===== config.mk =====
export PLATFORM = sky130hd
export DESIGN_NAME = lcd_bus_driver
export DESIGN_NICKNAME = d
export VERILOG_FILES = /design/src/rtl/lcd_bus_driver.sv
export SDC_FILE = /design/constraint.sdc
export NUM_CORES = 1
export LEC_CHECK = 0
export ABC_AREA = 1
export BUFFER_PORTS_ARGS = -buffer_cell sky130_fd_sc_hd__buf_4
export CAP_MARGIN = 15
export CORE_MARGIN = 1.5
export CORE_UTILIZATION = 45
export CTS_CLUSTER_DIAMETER = 30
export DETAILED_ROUTE_END_ITERATION = 7
export HOLD_SLACK_MARGIN = 0.06
export PLACE_DENSITY = 0.7
export REMOVE_ABC_BUFFERS = 1
export SYNTH_ARGS = -nofsm -noshare
export SYNTH_HDL_FRONTEND = slang
export SYNTH_SLANG_ARGS = --single-unit

===== constraint.sdc =====
create_clock -name CLOCK_50 -period 1.6 [get_ports CLOCK_50]
set_input_delay 0.08 -clock CLOCK_50 [delete_from_list [all_inputs] [get_ports CLOCK_50]]
set_output_delay 0.08 -clock CLOCK_50 [all_outputs]
set_load 0.005 [all_outputs]

===== src/rtl/lcd_bus_driver.sv =====
// lcd_bus_driver: write-only HD44780-style bus cycle generator.
// Each accepted request produces RS/DB setup, an E pulse, a hold phase and
// then a command-execution wait. busy is reported upstream throughout, and
// system_ready is raised once the power-up delay has elapsed.
// Optional build macro LCD_DROP_CNT_EN enables the saturating drop_cnt
// counter of rejected requests. Without it, drop_cnt is tied to zero.
module lcd_bus_driver #(
    parameter int unsigned PWRUP_CYC     = 750000,
    parameter int unsigned SETUP_CYC     = 3,
    parameter int unsigned EHIGH_CYC     = 25,
    parameter int unsigned HOLD_CYC      = 2,
    parameter int unsigned EXEC_CYC      = 2500,
    parameter int unsigned EXEC_LONG_CYC = 82000
) (
    input  logic       CLOCK_50,
    input  logic       rst,
    input  logic [1:0] user_op,
    input  logic       send,
    input  logic [7:0] din,
    output logic [7:0] lcd_data,
    output logic       lcd_rs,
    output logic       lcd_rw,
    output logic       lcd_e,
    output logic       busy,
    output logic       system_ready,
    output logic [7:0] drop_cnt
);

    localparam int unsigned MAX_CYC = (PWRUP_CYC > EXEC_LONG_CYC) ? PWRUP_CYC : EXEC_LONG_CYC;
    localparam int unsigned CNT_W   = (MAX_CYC > 1) ? $clog2(MAX_CYC) : 1;

    localparam logic [CNT_W-1:0] PWRUP_LIM = CNT_W'(PWRUP_CYC - 1);
    localparam logic [CNT_W-1:0] SETUP_LIM = CNT_W'(SETUP_CYC - 1);
    localparam logic [CNT_W-1:0] EHIGH_LIM = CNT_W'(EHIGH_CYC - 1);
    localparam logic [CNT_W-1:0] HOLD_LIM  = CNT_W'(HOLD_CYC - 1);
    localparam logic [CNT_W-1:0] EXEC_LIM  = CNT_W'(EXEC_CYC - 1);
    localparam logic [CNT_W-1:0] LONG_LIM  = CNT_W'(EXEC_LONG_CYC - 1);

    typedef enum logic [2:0] {
        S_PWRUP,
        S_IDLE,
        S_SETUP,
        S_EHIGH,
        S_HOLD,
        S_EXEC
    } state_t;

    state_t           state;
    state_t           state_nxt;
    logic [CNT_W-1:0] cnt;
    logic [CNT_W-1:0] cnt_nxt;
    logic             long_q;
    logic             accept;
    logic             e_nxt;

    // A request is taken only in IDLE and only for instruction/data ops
    assign accept = (state == S_IDLE) && send && !user_op[1];

    // State, counter and latched bus values
    always_ff @(posedge CLOCK_50) begin
        if (rst) begin
            state        <= S_PWRUP;
            cnt          <= '0;
            lcd_data     <= '0;
            lcd_rs       <= 1'b0;
            lcd_e        <= 1'b0;
            long_q       <= 1'b0;
            system_ready <= 1'b0;
        end else begin
            state <= state_nxt;
            cnt   <= cnt_nxt;
            lcd_e <= e_nxt;
            if (accept) begin
                lcd_data <= din;
                lcd_rs   <= user_op[0];
                long_q   <= !user_op[0] && (din[7:2] == 6'd0) && (din[1:0] != 2'd0);
            end
            if (state == S_PWRUP && state_nxt == S_IDLE)
                system_ready <= 1'b1;
        end
    end

    // Next state and phase counter; the counter restarts on every phase change
    always_comb begin
        state_nxt = state;
        cnt_nxt   = cnt + 1'b1;
        case (state)
            S_PWRUP: if (cnt >= PWRUP_LIM) begin
                state_nxt = S_IDLE;
                cnt_nxt   = '0;
            end
            S_IDLE: begin
                cnt_nxt = '0;
                if (accept)
                    state_nxt = S_SETUP;
            end
            S_SETUP: if (cnt >= SETUP_LIM) begin
                state_nxt = S_EHIGH;
                cnt_nxt   = '0;
            end
            S_EHIGH: if (cnt >= EHIGH_LIM) begin
                state_nxt = S_HOLD;
                cnt_nxt   = '0;
            end
            S_HOLD: if (cnt >= HOLD_LIM) begin
                state_nxt = S_EXEC;
                cnt_nxt   = '0;
            end
            S_EXEC: if (cnt >= (long_q ? LONG_LIM : EXEC_LIM)) begin
                state_nxt = S_IDLE;
                cnt_nxt   = '0;
            end
            default: begin
                state_nxt = S_PWRUP;
                cnt_nxt   = '0;
            end
        endcase
    end

    // Outputs: E is registered from the next state so the strobe is glitch-free
    always_comb begin
        busy   = (state != S_IDLE);
        lcd_rw = 1'b0;
        e_nxt  = (state_nxt == S_EHIGH);
    end

`ifdef LCD_DROP_CNT_EN
    // Saturating count of requests that arrive while not able to accept them
    always_ff @(posedge CLOCK_50) begin
        if (rst)
            drop_cnt <= '0;
        else if (send && !accept && drop_cnt != '1)
            drop_cnt <= drop_cnt + 1'b1;
    end
`else
    assign drop_cnt = '0;
`endif

endmodule


Word level (Yosys, flattened, before mapping) --
Cells that the tools add are included.
Operators by class: equality and inequality tests 8, order comparisons 5, reduce and logical (&&, ||, !) cells 10, mux-type cells 14, $add $sub $neg 1
Operator list (count):
- $mux 20 | 5
- $pmux 20 s5 | 1
- $add 20x1->20 const B | 1
- $ge 20x1->1 const B | 1
- $ge 20x17->1 | 1
- $ge 20x2->1 const B | 1
- $ge 20x20->1 const B | 1
- $ge 20x5->1 const B | 1
- $mux 3 | 6
- $pmux 3 s6 | 1
- $mux 17 | 1
- $eq 3x2->1 const B | 3
- $eq 3x1->1 const B | 2
- $eq 3x3->1 const B | 2
- $logic_not 6->1 | 1
- $logic_and 1x1->1 | 5
- $logic_not 3->1 | 1
- $ne 3x1->1 const B | 1
- $logic_not 1->1 | 2
- $reduce_bool 2->1 | 1
Storage, ports and cells: output and inout bits 21, bits of input ports 13, word-level logic and storage cells 45, register bits 35

Longest topological paths before layout --
depth after elaboration 7, depth in mapped cells 11, mapped depth without buffers 10

Worst setup path after synthesis --
OpenSTA, ideal clock, no wires.
kind reg2reg, start point reg long_q, end point reg cnt[8], path buffers 1, required time 1.483 ns, data arrival time 1.460 ns, path slack 0.023 ns, cell stages (with the launch flop) 11, setup time 0.117 ns, period minus slack after synthesis 1.577 ns, cells stage by stage dfxtp_1 -> inv_1 -> ha_1 -> nand3_1 -> nor2_1 -> nand3_1 -> nand3_1 -> nand3_1 -> nand2_1 -> buf_2 -> nor2_1
Between the ends: word-level cells in the longest chain between the ends 4
RTL lines:
- from (decl) | line 52 | logic long_q;
- from (signal assigned) | line 76 | long_q <= !user_op[0] && (din[7:2] == 6'd0) && (din[1:0] != 2'd0);
- $mux 17 | line 109 | S_EXEC: if (cnt >= (long_q ? LONG_LIM : EXEC_LIM)) begin
- $ge 20x17->1 | line 109
- $mux 20 | line 109
- $pmux 20 s5 | line 87 | case (state)
- to (signal assigned) | line 71 | cnt <= cnt_nxt;
- to (decl) | line 50 | logic [CNT_W-1:0] cnt;
Every way passes these cells. A chain may end at the register's enable or synchronous reset.

Final worst setup path --
start point reg long_q, end point reg cnt[18]
The elaborated chain is that of the path after synthesis.

==> impl_metrics.env <==
export IMPL_status="finished with violations"
export IMPL_violations="setup timing"
export IMPL_period_minus_slack_ns=1.77
export IMPL_clockBufferDepth=2
export IMPL_power_density_mw_per_mm2=626
export IMPL_rsz0062_at_grt="yes"
export IMPL_dpl_hpwl_mm=3.52
export IMPL_fin_skew_ns=0.00476
export IMPL_track_usage_pct=20.9
export IMPL_antennaDiodeCount=0
export IMPL_synth_top_family_by_area="simple AND/OR/NAND/NOR gates"
export IMPL_seq_area_um2=708
export IMPL_grt_pass1_vias=1956
export IMPL_post_drt_via_cell_ratio=5.06
export IMPL_synth_top_cells_by_count="nand2_1, nor2_1, dfxtp_1"
export IMPL_crit_path_start="long_q"
export IMPL_die_area_mm2=0.00494
export IMPL_setup_viol=20
export IMPL_clk_pin_slew_ns=0.07
export IMPL_synthMuxAreaShare_pct=0
export IMPL_critPathArrivalTime_ns=1.95
export IMPL_synth_xor_area_share_pct=4.72
export IMPL_syn_instance_count=296
export IMPL_crit_path_start_kind="flop"
export IMPL_antenna_found_initial=0
export IMPL_synth_ff_type="dfxtp_1"
export IMPL_ys_ff_latch=35
export IMPL_syn_cell_area_mm2=0.00204
export IMPL_first_pass_iters=4
export IMPL_drive_gt1_share_pct=31.0
export IMPL_final_util_pct=65.0
export IMPL_synth_async_reset_ratio_pct=0
export IMPL_p_total_w=0.00177
export IMPL_drt_first_iter_violations=153
export IMPL_setup_ws_ns=-0.174
export IMPL_antenna_left=0
export IMPL_cts_made_buffers=5
export IMPL_p_leak_nw=1.28
export IMPL_grt_max_degree=21
export IMPL_multi_input_area_mm2=0.00130
export IMPL_ys_top_cells_by_area="dfxtp_1, nand2_1, nor2_1"
export IMPL_crit_fanout=5
export IMPL_syn_to_final_growth_pct=38.7
export IMPL_reg2reg_from="long_q"
export IMPL_synthAdderAreaFrac_pct=6.75
export IMPL_root_buffer="clkbuf_8"
export IMPL_cts_sinks=35
export IMPL_ios=34
export IMPL_synth_top_area_share_pct=34.4
export IMPL_criticalPathCategory="flop to flop"
export IMPL_overflow=0
export IMPL_cap_violations=0
export IMPL_cp_end_kind="flop"
export IMPL_grt_pass1_wl_mm=8.43
export IMPL_wl_per_cell_um=13.2
export IMPL_yosys_area_share_simple_pct=34.4
export IMPL_ys_types=31
export IMPL_dp_cells=396
export IMPL_final_cells=413
export IMPL_fillCellCount=350
export IMPL_row_count=24
export IMPL_wl_mm=5.45
export IMPL_maxSlewViolCount=0
export IMPL_hold_viol_final=0
export IMPL_timing_final_crit_share_pct=111
export IMPL_drc=0
export IMPL_cp_required_ns=1.78
export IMPL_gp_congestion=0.838
export IMPL_cts_tree="built"
export IMPL_cts_htree_levels=2
export IMPL_core_area_mm2=0.00435
export IMPL_clock_latency_ns=0.29
export IMPL_hp_class="primary input to flop"
export IMPL_ys_seq_area_share_pct=34.4
export IMPL_initial_core_util_pct=46.8
export IMPL_hold_start="din[5]"
export IMPL_yosysWarnings=0
export IMPL_syn_area_per_cell_um2=6.89
export IMPL_die_width_um=70.3
export IMPL_routed_via_count=2091
export IMPL_max_freq_mhz=564
export IMPL_post_place_ws_ns=-0.146
export IMPL_die_y_um=70.3
export IMPL_peakVddDrop_v=0.000430
export IMPL_yosys_area_top_type="dfxtp_1"
export IMPL_synth_compound_area_share_pct=9.14
export IMPL_synth_edf_count=0
export IMPL_port_buffers=24
export IMPL_nets=384
[cells by family after synthesis]
| group | after synthesis |
|---|---|
| AO/OA/AOI/OAI | 36 |
| XOR/XNOR | 11 |
| adder cells (fa/ha/maj) | 11 |
| buffers and inverters | 46 |
| flip-flops | 35 |
| other | 1 |
| AND/OR/NAND/NOR | 156 |
[where the power goes]
part           total, W  internal (W)  leakage (nW)  switching, W
Combinational  0.000180     0.0000943         0.945     0.0000854
Clock          0.000709      0.000393        0.0515      0.000316
Sequential     0.000883      0.000877         0.284    0.00000604
Total           0.00177       0.00136          1.28      0.000407
[critical path: stages (launching register included)]
cell and delay, ns:
dfxtp_4 0.38, ha_4 0.28, nand2_2 0.05, nor3_2 0.18, o21ai_1 0.09, nand2_1 0.08
nand2_1 0.07, nand3_2 0.08, nand3_2 0.11, nand2_4 0.14, clkbuf_16 0.16, nor2_1 0.04
[what timing repair did]
item,in CTS,in global routing
resized for setup,11,26
cloned,0,3
hold buffers,4,0
endpoints found under the setup margin,22,23
hold endpoints to repair,10,0
pin swaps,1,7
buffers inserted,1,1
[registers in the layout, summed over array words and instances, names as in the netlist]
name,count
system_ready,1
lcd_e,1
lcd_data,8
long_q,1
lcd_rs,1
state,3
cnt,20
[metal layers]
layer	GRT usage (%)	vias to the layer above	part of all wire [%]
li1	-	1064	-
met1	26.8	957	43
met2	34.6	50	50
met3	3.17	20	3.8
met4	9.40	0	2.8
met5	0	-	0
[final timing paths]
kind	endpoint	slack, ns	depth (start not counted)
hold reg to reg	system_ready	0.45	2
setup reg to reg	cnt[18]	-0.17	11
setup / recovery	cnt[18]	-0.17	11
hold / removal	lcd_data[5]	0.06	3
[final cells by class]
class                   count  area share, %
flip-flops and latches     35           25.0
well taps                  52           2.30
clock buffers               8           3.54
multi-input cells         223           45.9
inverters                  31           4.11
repair buffers             64           19.2
[per-stage QoR]
| stage | setup TNS, ns | area (um2) | hold slack [ns] |
|---|---|---|---|
| final | -3.11 | 2830 | 0.0588 |
| after global routing | -5.10 | 2830 | 0.0711 |
| after CTS | -0.524 | 2640 | 0.0601 |
| after detailed placement | -2.59 | 2460 | 0.324 |
| after global placement | -2.46 | 2460 | 0.318 |
| after floorplan | -2.47 | 1970 | 0.149 |
[placed cells by master, fill, tap and decap left out, types with 2 or more instances in the layout]
cell,count
nand3b_1,2
nand2_2,3
nor2_4,3
ha_1,8
dlygate4sd3_1,4
nand4_1,5
nor3_1,5
nor2_1,42
nand2_1,52
xor2_1,7
o21ai_0,12
xnor2_1,4
ha_4,3
clkbuf_8,7
nand3_1,15
buf_4,56
clkbuf_16,2
nand3_2,4
dfxtp_1,31
nor3_2,3
inv_1,29
inv_2,2
conb_1,9
dfxtp_2,3
o21ai_1,3
nor2_2,17
a21oi_1,17
Power figures use the tool's default switching activity.
